## src/rtl/rs_pkg.sv

```systemverilog
// Shared definitions for the register status file.
// Holds the default widths used by reg_status_file and the read-port
// result record {value, dep, tag}.
package rs_pkg;

    localparam int unsigned DEF_XLEN  = 32;
    localparam int unsigned DEF_NREGS = 32;
    localparam int unsigned DEF_ROB_W = 4;
    localparam int unsigned DEF_AW    = $clog2(DEF_NREGS);

    // Resolved operand as seen by the Decoder on one read port.
    typedef struct packed {
        logic [DEF_XLEN-1:0]  value;
        logic                 dep;
        logic [DEF_ROB_W-1:0] tag;
    } rd_result_t;

endpackage

```

## src/rtl/reg_read_port.sv

```systemverilog
// One operand read port of reg_status_file.
// Resolves an architectural register address against the stored state,
// a same-cycle issue (rename), a same-cycle commit and the RoB response.
// Ports:
//   addr                           register address being read
//   issue_valid/flush/issue_rd/issue_rob_id   issue side of this cycle
//   commit_valid/commit_rd/commit_rob_id/commit_value   commit side
//   reg_value/reg_busy/reg_tag     stored state of register addr
//   get_value/get_ready            RoB answer to ask_rob_id
//   value/dep/tag                  resolved operand
//   ask_rob_id                     RoB query tag, 0 when not querying
module reg_read_port
    import rs_pkg::*;
#(
    parameter int unsigned XLEN  = DEF_XLEN,
    parameter int unsigned ROB_W = DEF_ROB_W,
    parameter int unsigned AW    = DEF_AW
) (
    input  logic [AW-1:0]    addr,
    input  logic             issue_valid,
    input  logic             flush,
    input  logic [AW-1:0]    issue_rd,
    input  logic [ROB_W-1:0] issue_rob_id,
    input  logic             commit_valid,
    input  logic [AW-1:0]    commit_rd,
    input  logic [ROB_W-1:0] commit_rob_id,
    input  logic [XLEN-1:0]  commit_value,
    input  logic [XLEN-1:0]  reg_value,
    input  logic             reg_busy,
    input  logic [ROB_W-1:0] reg_tag,
    input  logic [XLEN-1:0]  get_value,
    input  logic             get_ready,
    output logic [XLEN-1:0]  value,
    output logic             dep,
    output logic [ROB_W-1:0] tag,
    output logic [ROB_W-1:0] ask_rob_id
);

    always_comb begin
        value      = '0;
        dep        = 1'b0;
        tag        = '0;
        ask_rob_id = '0;
        if (addr == '0) begin
            // x0 reads as zero, never pending
        end else if (issue_valid && !flush && issue_rd == addr) begin
            // renamed this very cycle: the new producer wins
            dep = 1'b1;
            tag = issue_rob_id;
        end else if (reg_busy) begin
            ask_rob_id = reg_tag;
            if (commit_valid && commit_rob_id == reg_tag) begin
                value = commit_value;
            end else if (get_ready) begin
                value = get_value;
            end else begin
                dep = 1'b1;
                tag = reg_tag;
            end
        end else if (commit_valid && commit_rd == addr) begin
            value = commit_value;
        end else begin
            value = reg_value;
        end
    end

endmodule

```

## src/rtl/reg_status_file.sv

```systemverilog
// Architectural register file with per-register rename status.
// Decoder reads NREAD operands and issues renames; RoB commits results
// and answers value queries for still-renamed operands.
// Ports:
//   clk, rst (sync, active-high), rdy (global enable), flush
//   issue_valid/issue_rd/issue_rob_id          rename request
//   commit_valid/commit_rd/commit_rob_id/commit_value   retirement
//   rd_addr                                    packed read addresses
//   ask_rob_id / get_value / get_ready         per-port RoB query
//   rd_value / rd_dep / rd_tag                 per-port operand result
//   busy_cnt                                   number of renamed registers
module reg_status_file
    import rs_pkg::*;
#(
    parameter int unsigned XLEN  = DEF_XLEN,
    parameter int unsigned NREGS = DEF_NREGS,
    parameter int unsigned ROB_W = DEF_ROB_W,
    parameter int unsigned NREAD = 2,
    parameter int unsigned AW    = $clog2(NREGS)
) (
    input  logic                  clk,
    input  logic                  rst,
    input  logic                  rdy,
    input  logic                  flush,
    input  logic                  issue_valid,
    input  logic [AW-1:0]         issue_rd,
    input  logic [ROB_W-1:0]      issue_rob_id,
    input  logic                  commit_valid,
    input  logic [AW-1:0]         commit_rd,
    input  logic [ROB_W-1:0]      commit_rob_id,
    input  logic [XLEN-1:0]       commit_value,
    input  logic [NREAD*AW-1:0]   rd_addr,
    output logic [NREAD*ROB_W-1:0] ask_rob_id,
    input  logic [NREAD*XLEN-1:0] get_value,
    input  logic [NREAD-1:0]      get_ready,
    output logic [NREAD*XLEN-1:0] rd_value,
    output logic [NREAD-1:0]      rd_dep,
    output logic [NREAD*ROB_W-1:0] rd_tag,
    output logic [AW:0]           busy_cnt
);

    logic [XLEN-1:0]  value_q [NREGS];
    logic [ROB_W-1:0] tag_q   [NREGS];
    logic [NREGS-1:0] busy_q;
    logic [AW:0]      cnt_q;

    logic issue_eff;
    logic commit_clear;
    logic same_reg;
    logic cnt_inc;
    logic cnt_dec;

    assign issue_eff    = issue_valid && !flush && issue_rd != '0;
    assign commit_clear = commit_valid && busy_q[commit_rd] &&
                          tag_q[commit_rd] == commit_rob_id;
    // A re-rename of the register being cleared keeps it busy: net zero.
    assign same_reg     = issue_eff && commit_clear && issue_rd == commit_rd;
    assign cnt_inc      = issue_eff && !busy_q[issue_rd];
    assign cnt_dec      = commit_clear && !same_reg;

    always_ff @(posedge clk) begin
        if (rst) begin
            for (int unsigned r = 0; r < NREGS; r++) begin
                value_q[r] <= '0;
                tag_q[r]   <= '0;
            end
            busy_q <= '0;
            cnt_q  <= '0;
        end else if (rdy) begin
            if (commit_valid && commit_rd != '0)
                value_q[commit_rd] <= commit_value;
            if (flush) begin
                for (int unsigned r = 0; r < NREGS; r++)
                    tag_q[r] <= '0;
                busy_q <= '0;
                cnt_q  <= '0;
            end else begin
                // issue assignments come last so they override the clear
                if (commit_clear) begin
                    busy_q[commit_rd] <= 1'b0;
                    tag_q[commit_rd]  <= '0;
                end
                if (issue_eff) begin
                    busy_q[issue_rd] <= 1'b1;
                    tag_q[issue_rd]  <= issue_rob_id;
                end
                cnt_q <= cnt_q + {{AW{1'b0}}, cnt_inc} - {{AW{1'b0}}, cnt_dec};
            end
        end
    end

    assign busy_cnt = cnt_q;

    for (genvar p = 0; p < NREAD; p++) begin : g_port
        logic [AW-1:0] a;
        assign a = rd_addr[p*AW +: AW];

        reg_read_port #(
            .XLEN (XLEN),
            .ROB_W(ROB_W),
            .AW   (AW)
        ) u_port (
            .addr         (a),
            .issue_valid  (issue_valid),
            .flush        (flush),
            .issue_rd     (issue_rd),
            .issue_rob_id (issue_rob_id),
            .commit_valid (commit_valid),
            .commit_rd    (commit_rd),
            .commit_rob_id(commit_rob_id),
            .commit_value (commit_value),
            .reg_value    (value_q[a]),
            .reg_busy     (busy_q[a]),
            .reg_tag      (tag_q[a]),
            .get_value    (get_value[p*XLEN +: XLEN]),
            .get_ready    (get_ready[p]),
            .value        (rd_value[p*XLEN +: XLEN]),
            .dep          (rd_dep[p]),
            .tag          (rd_tag[p*ROB_W +: ROB_W]),
            .ask_rob_id   (ask_rob_id[p*ROB_W +: ROB_W])
        );
    end

endmodule

```

## config.mk

```make
export PLATFORM = sky130hd
export DESIGN_NAME = reg_status_file
export DESIGN_NICKNAME = d
export VERILOG_FILES = /design/src/rtl/rs_pkg.sv /design/src/rtl/reg_read_port.sv /design/src/rtl/reg_status_file.sv
export SDC_FILE = /design/constraint.sdc
export NUM_CORES = 2
export LEC_CHECK = 0
export ABC_CLOCK_PERIOD_IN_PS = 8200
export CORE_MARGIN = 2
export CORE_UTILIZATION = 40
export DETAILED_ROUTE_END_ITERATION = 7
export DONT_BUFFER_PORTS = 1
export HOLD_SLACK_MARGIN = 0.03
export PLACE_DENSITY_LB_ADDON = 0.05
export SLEW_MARGIN = 20
export SYNTH_ARGS = -nofsm -noshare
export SYNTH_HDL_FRONTEND = slang
export SYNTH_HIERARCHICAL = 1
export SYNTH_SLANG_ARGS = --single-unit
```

## constraint.sdc

```tcl
create_clock -name clk -period 8.2 [get_ports clk]
set_input_delay 0.82 -clock clk [delete_from_list [all_inputs] [get_ports clk]]
set_output_delay 0.82 -clock clk [all_outputs]
set_load 0.01 [all_outputs]
```

### Word level (Yosys, flattened, before mapping)

Memories as Yosys holds them, arrays and structs flattened.
Cells that the tools add are included.

| word-level totals | value |
|---|---|
| register bits | 38 |
| bits in writable memories | 1152 |
| input bits | 132 |
| output and inout port bits | 88 |
| word-level logic and storage cells | 200 |
| memories | 2 |

Memory list:

| memory | words | bits a word | read ports | clocked after memory_dff | wr ports | RTL line | text |
|---|---|---|---|---|---|---|---|
| value_q | 32 | 32 | 2 | 0 | 32 | reg_status_file.sv:42 | `logic [XLEN-1:0] value_q [NREGS];` |
| tag_q | 32 | 4 | 3 | 0 | 32 | reg_status_file.sv:43 | `logic [ROB_W-1:0] tag_q [NREGS];` |

| operators by class | value |
|---|---|
| add/subtract/negate cells | 2 |
| $lt $le $gt $ge | 6 |
| eq/ne operators | 8 |
| mux-type cells | 118 |
| bitwise logic cells | 35 |
| reduce and logical (&&, ||, !) cells | 27 |

Operators by type and width:

| kind | count |
|---|---|
| $mux 32 | 19 |
| $mux 4 | 50 |
| $mux 1 | 39 |
| $and 32x32->32 | 1 |
| $not 32->32 | 1 |
| $or 1x1->1 | 32 |
| $or 32x32->32 | 1 |
| $reduce_or 32->1 | 1 |
| $eq 5x5->1 | 5 |
| $lt 5x6->1 const B | 4 |
| $bmux 1 s5 | 4 |
| $logic_and 1x1->1 | 17 |
| $mux 5 | 3 |
| $eq 4x4->1 | 3 |
| $demux 1 s5 | 2 |
| $ge 5x1->1 const B | 2 |
| $logic_not 5->1 | 2 |
| $reduce_bool 5->1 | 2 |
| $reduce_or 4->1 | 2 |
| $add 6x1->6 | 1 |
| $mux 6 | 1 |
| $sub 6x1->6 | 1 |
| $logic_not 1->1 | 3 |

### Longest topological paths before layout

| depth | value |
|---|---|
| depth after elaboration | 13 |
| gate-level depth with buffers | 24 |

### Cells and area by module

Netlist, hierarchy kept.

By module, submodules not included:

| module | times used | cells an instance | area an instance (µm²) |
|---|---|---|---|
| reg_status_file | 1 | 4075 | 65201.3 |
| reg_read_port | 2 | 188 | 1463.9 |

### Worst setup path before layout

OpenSTA, ideal clock, no wires.

| path | value |
|---|---|
| kind | input-to-output |
| start | input port rd_addr[0] |
| end | output port rd_value[0] |
| arrival time | 4367 ps |
| data required time | 7380 ps |
| setup slack | 3013 ps |
| stages on the path | 11 |
| path buffers | 4 |
| cell sequence | clkbuf_1 -> buf_2 -> buf_1 -> mux4_2 -> mux4_2 -> mux2_2 -> xor2_1 -> nor4_4 -> buf_6 -> mux2i_1 -> o22ai_1 |

| between the ends | value |
|---|---|
| cells in the longest elaborated chain, start to end | 7 |

Ends and longest elaborated chain:

| item | RTL line | text |
|---|---|---|
| from (decl) | reg_status_file.sv:32 | `input logic [NREAD*AW-1:0] rd_addr,` |
| $mem_v2 32x4 | - |  |
| $eq 4x4->1 | reg_read_port.sv:52 | `if (commit_valid && commit_rob_id == reg_tag) begin` |
| $logic_and 1x1->1 | reg_read_port.sv:52 |  |
| $mux 32 | reg_read_port.sv:52 |  |
| $mux 32 | reg_read_port.sv:50 | `end else if (reg_busy) begin` |
| $mux 32 | reg_read_port.sv:46 | `end else if (issue_valid && !flush && issue_rd == addr) begin` |
| $mux 32 (*) | reg_read_port.sv:44 | `if (addr == '0) begin` |
| to (decl) | reg_status_file.sv:36 | `output logic [NREAD*XLEN-1:0] rd_value,` |

Mark *: on every way between the ends. The rest lies on a longest branch, timed or not. The select of a mux whose other input is x is not followed.

==> metrics.md <==
| Metric | Value |
|---|---|
| Run status | `complete, no violations` |
| Number of distinct library cells after synthesis | `69` |
| Horizontal die dimension | `416.7 µm` |
| Number of H-tree branching levels | `4` |
| Setup violation total in the final timing report | `0` |
| DRC violations left | `0` |
| Final period utilization | `0.6589` |
| Actual slew at the worst max-slew pin | `1.441 ns` |
| Number of optimization iterations in the first detailed-route pass | `5` |
| Final TNS setup | `0 ns` |
| Clock-pin slew of the registers on the worst-case setup and hold paths | `0.06 ns` |
| Standby leakage power | `24.54 nW` |
| Period minus WS final | `5.403 ns` |
| Flip-flop and latch count after synthesis | `1190` |
| Footprint of the multi-input gates | `31090 µm²` |
| Global-route wire length before repair | `346400 µm` |
| Combined flip-flop and latch cell area | `35350 µm²` |
| Grt ovf | `0` |
| Via Count | `41.32k` |
| Crit path max-delay cell type | `mux4_2` |
| Maximum VDD drop | `193.1 µV` |
| Fmax | `0.1851 GHz` |
| Source of the worst hold timing path | `rst` |
| Startpoint type of the worst setup path | `register` |
| Mean number of vias per cell | `6.281` |
| Average wire per standard cell | `38.05 µm` |
| Hold-critical path endpoint | `busy_cnt[1]` |
| Proportion of synthesized chip area in sequential cells | `0.5189` |
| List of cells traversed by the critical path | `mux4_2, mux4_2, mux2_2, xor2_1, nor4_4, buf_4, buf_4, mux2i_1, o22ai_1` |
| Count of yosys warnings during synthesis | `6` |
| Endpoint class of the critical path | `primary output` |
| Max_slew headroom | `0.03911` |
| Post-synthesis cell area | `68130 µm²` |
| Total length of routed wires | `250400 µm` |
| Async set-reset flop share out of synthesis | `0` |
| Biggest cell delay along the critical path | `0.55 ns` |
| CTS tree | `yes` |
| Nets | `4384` |
| Gate count of the mapped netlist | `4451` |
| Total core area | `169300 µm²` |
| Syn-to-layout area delta | `9.372%` |
| Most common cell after layout, fill and taps aside | `and2_1` |
| Post-route design area | `74510 µm²` |
| Most used DFF post-synth | `edfxtp_1` |
| # port buffers | `0` |
| Fillers | `14.88k` |
| Source of the worst register-to-register timing path | `tag_q[22][0]` |
| Total placed instance area | `69840 µm²` |
| Routability cong. | `0.8252` |
| Number of primary I/O pins | `220` |
| Reg2Reg Depth | `19` |
| Final number of hold-violating endpoints | `0` |
| Vert. Die Dim | `416.7 µm` |
| Number of placement rows | `151` |
| Clock tree buffer depth | `3` |
| Die area | `173600 µm²` |
| Max-slew violation count | `0` |
| Count of flip-flops with a built-in enable after synthesis | `1152` |
| Post-CTS Setup Repair Bufs | `0` |
| Type of the worst setup path | `register to primary output` |
| Max cap viols | `0` |
| TritonCTS Sinks | `1190` |
| Antenna Violating Nets Remaining | `0` |
| Root buf cell | `clkbuf_16` |
| Antenna violations before repair | `25` |
| Crit path required time | `7.38 ns` |
| Half-perimeter wire length after placement | `135900 µm` |
| Total of cells resized after clock tree synthesis | `0` |
| Number of hold buffers added after CTS | `0` |
| Worst-case register-to-register setup slack | `3.81 ns` |
| Capture instance of the worst register-to-register path | `busy_cnt[5]` |
| Initial drt markers | `5204` |
| Cell Pwr Density | `204.2 nW/µm²` |
| Skew final | `0.01724 ns` |
| Mean instance size in the synthesized netlist | `15.31 µm²` |
| Maximum number of pins on one net before global-route repair | `300` |
| Crit-path max FO | `21` |
| Initial cell density of the core | `0.4025` |
| Insertion delay to the later sink of the worst-skew pair | `0.80 ns` |
| Cell depth of the worst hold path | `1` |
| Vias in the first global route | `41.41k` |
| Fraction of final layout cells sized beyond drive strength 1 | `0.2782` |
| Total clock buffers created by CTS | `144` |
| Overall track demand over capacity in global routing | `0.2884` |
| Unrepaired setup endpoints after global routing | `no` |
| Commonest cells after routing, fill and taps aside | `and2_1, edfxtp_1, mux4_2` |
| Path category of the worst min-delay check | `primary input to register` |
| Arrival time reported for the critical path endpoint | `4.58 ns` |
[area by class of cell]
type | count | share of cell area
inverters | 18 | 0.0009067
clock inverters | 69 | 0.01007
flip-flops and latches | 1190 | 0.4745
repair buffers | 73 | 0.007355
multi-input cells | 2818 | 0.4173
diodes | 8 | 0.0002687
clock buffers | 185 | 0.05241
well taps | 2218 | 0.03724
[flip-flops by register name (all words and copies together) (netlist names)]
name / cells
value_q: 1024
tag_q: 128
busy_q: 32
busy_cnt: 6
[cell usage after synthesis, types with 20 or more instances]
cell      count  area share
o22ai_1      85      0.0078
o21ai_2      20      0.0026
nor3_1       38      0.0028
clkbuf_1    355       0.020
mux4_2      756        0.25
buf_2        20      0.0015
mux2_2       74       0.012
nand2_1      45      0.0025
nor2_1      116      0.0064
or2_2        33      0.0030
a21oi_1      69      0.0051
and2_1     1183        0.11
buf_1        51      0.0028
xnor2_1      23      0.0030
mux2i_1     185       0.027
dfxtp_1      38       0.011
o21ai_0      23      0.0017
edfxtp_1   1152        0.51
[where the power goes]
part           total [mW]  internal [mW]  switching (mW)  leakage (nW)
Combinational        1.58          0.852           0.731          10.9
Clock                6.47           3.77            2.69          2.28
Sequential           7.17           6.99           0.179          11.3
[logic make-up after synthesis]
kind of cell,count (synthesis),synth area share
AND/OR/NAND/NOR,1481,0.1308
flip-flops,1190,0.5189
multiplexers,1020,0.2913
buffers and inverters,478,0.03061
AO/OA/AOI/OAI,234,0.02182
XOR/XNOR,40,0.005142
adder cells (fa/ha/maj),7,0.001396
other,1,0.00005504
[critical path: cells and delay by family (launching register included)]
kind	cells	cell delay, ns
buf+inv	2	0.95
compound gates	1	0.31
simple gates	1	0.25
flops	1	0.47
xor+xnor	1	0.17
mux	4	1.54
[per-layer routing]
metal,track usage,routed length (µm),share of wire,vias up
met3,0.05060,18320,0.073,357
met2,0.4635,119700,0.48,1757
li1,-,-,-,16831
met1,0.4064,105700,0.42,22374
met4,0.07498,6604,0.026,2
met5,0,13,0.000052,-
[worst max path at each step]
stage	from	slack, ns	endpoint	cells past startpoint
2_1_floorplan	rd_addr[0]	3.01	rd_value[0]	11
3_3_place_gp	rd_addr[5]	3.18	rd_value[52]	9
3_5_place_dp	rd_addr[5]	3.18	rd_value[52]	9
4_1_cts	tag_q[6][2]	2.80	rd_value[52]	9
5_1_grt	tag_q[14][3]	2.74	rd_value[54]	9
6_report	tag_q[7][2]	2.80	rd_value[52]	9
[metrics by stage]
stage          hold slack, ns  power (mW)  worst slack, ns  std cells    util
6_report              0.09308       15.22            2.797       6579  0.4402
3_3_place_gp           0.5073       8.850            3.180       6317  0.4125
4_1_cts               0.04271       15.31            2.799       6571  0.4401
3_5_place_dp           0.5049       8.860            3.179       6317  0.4125
5_1_grt               0.07233       15.61            2.743       6572  0.4401
2_1_floorplan          0.4448       8.552            3.013       4486       -
No activity file was read; power rests on OpenSTA's default activity.
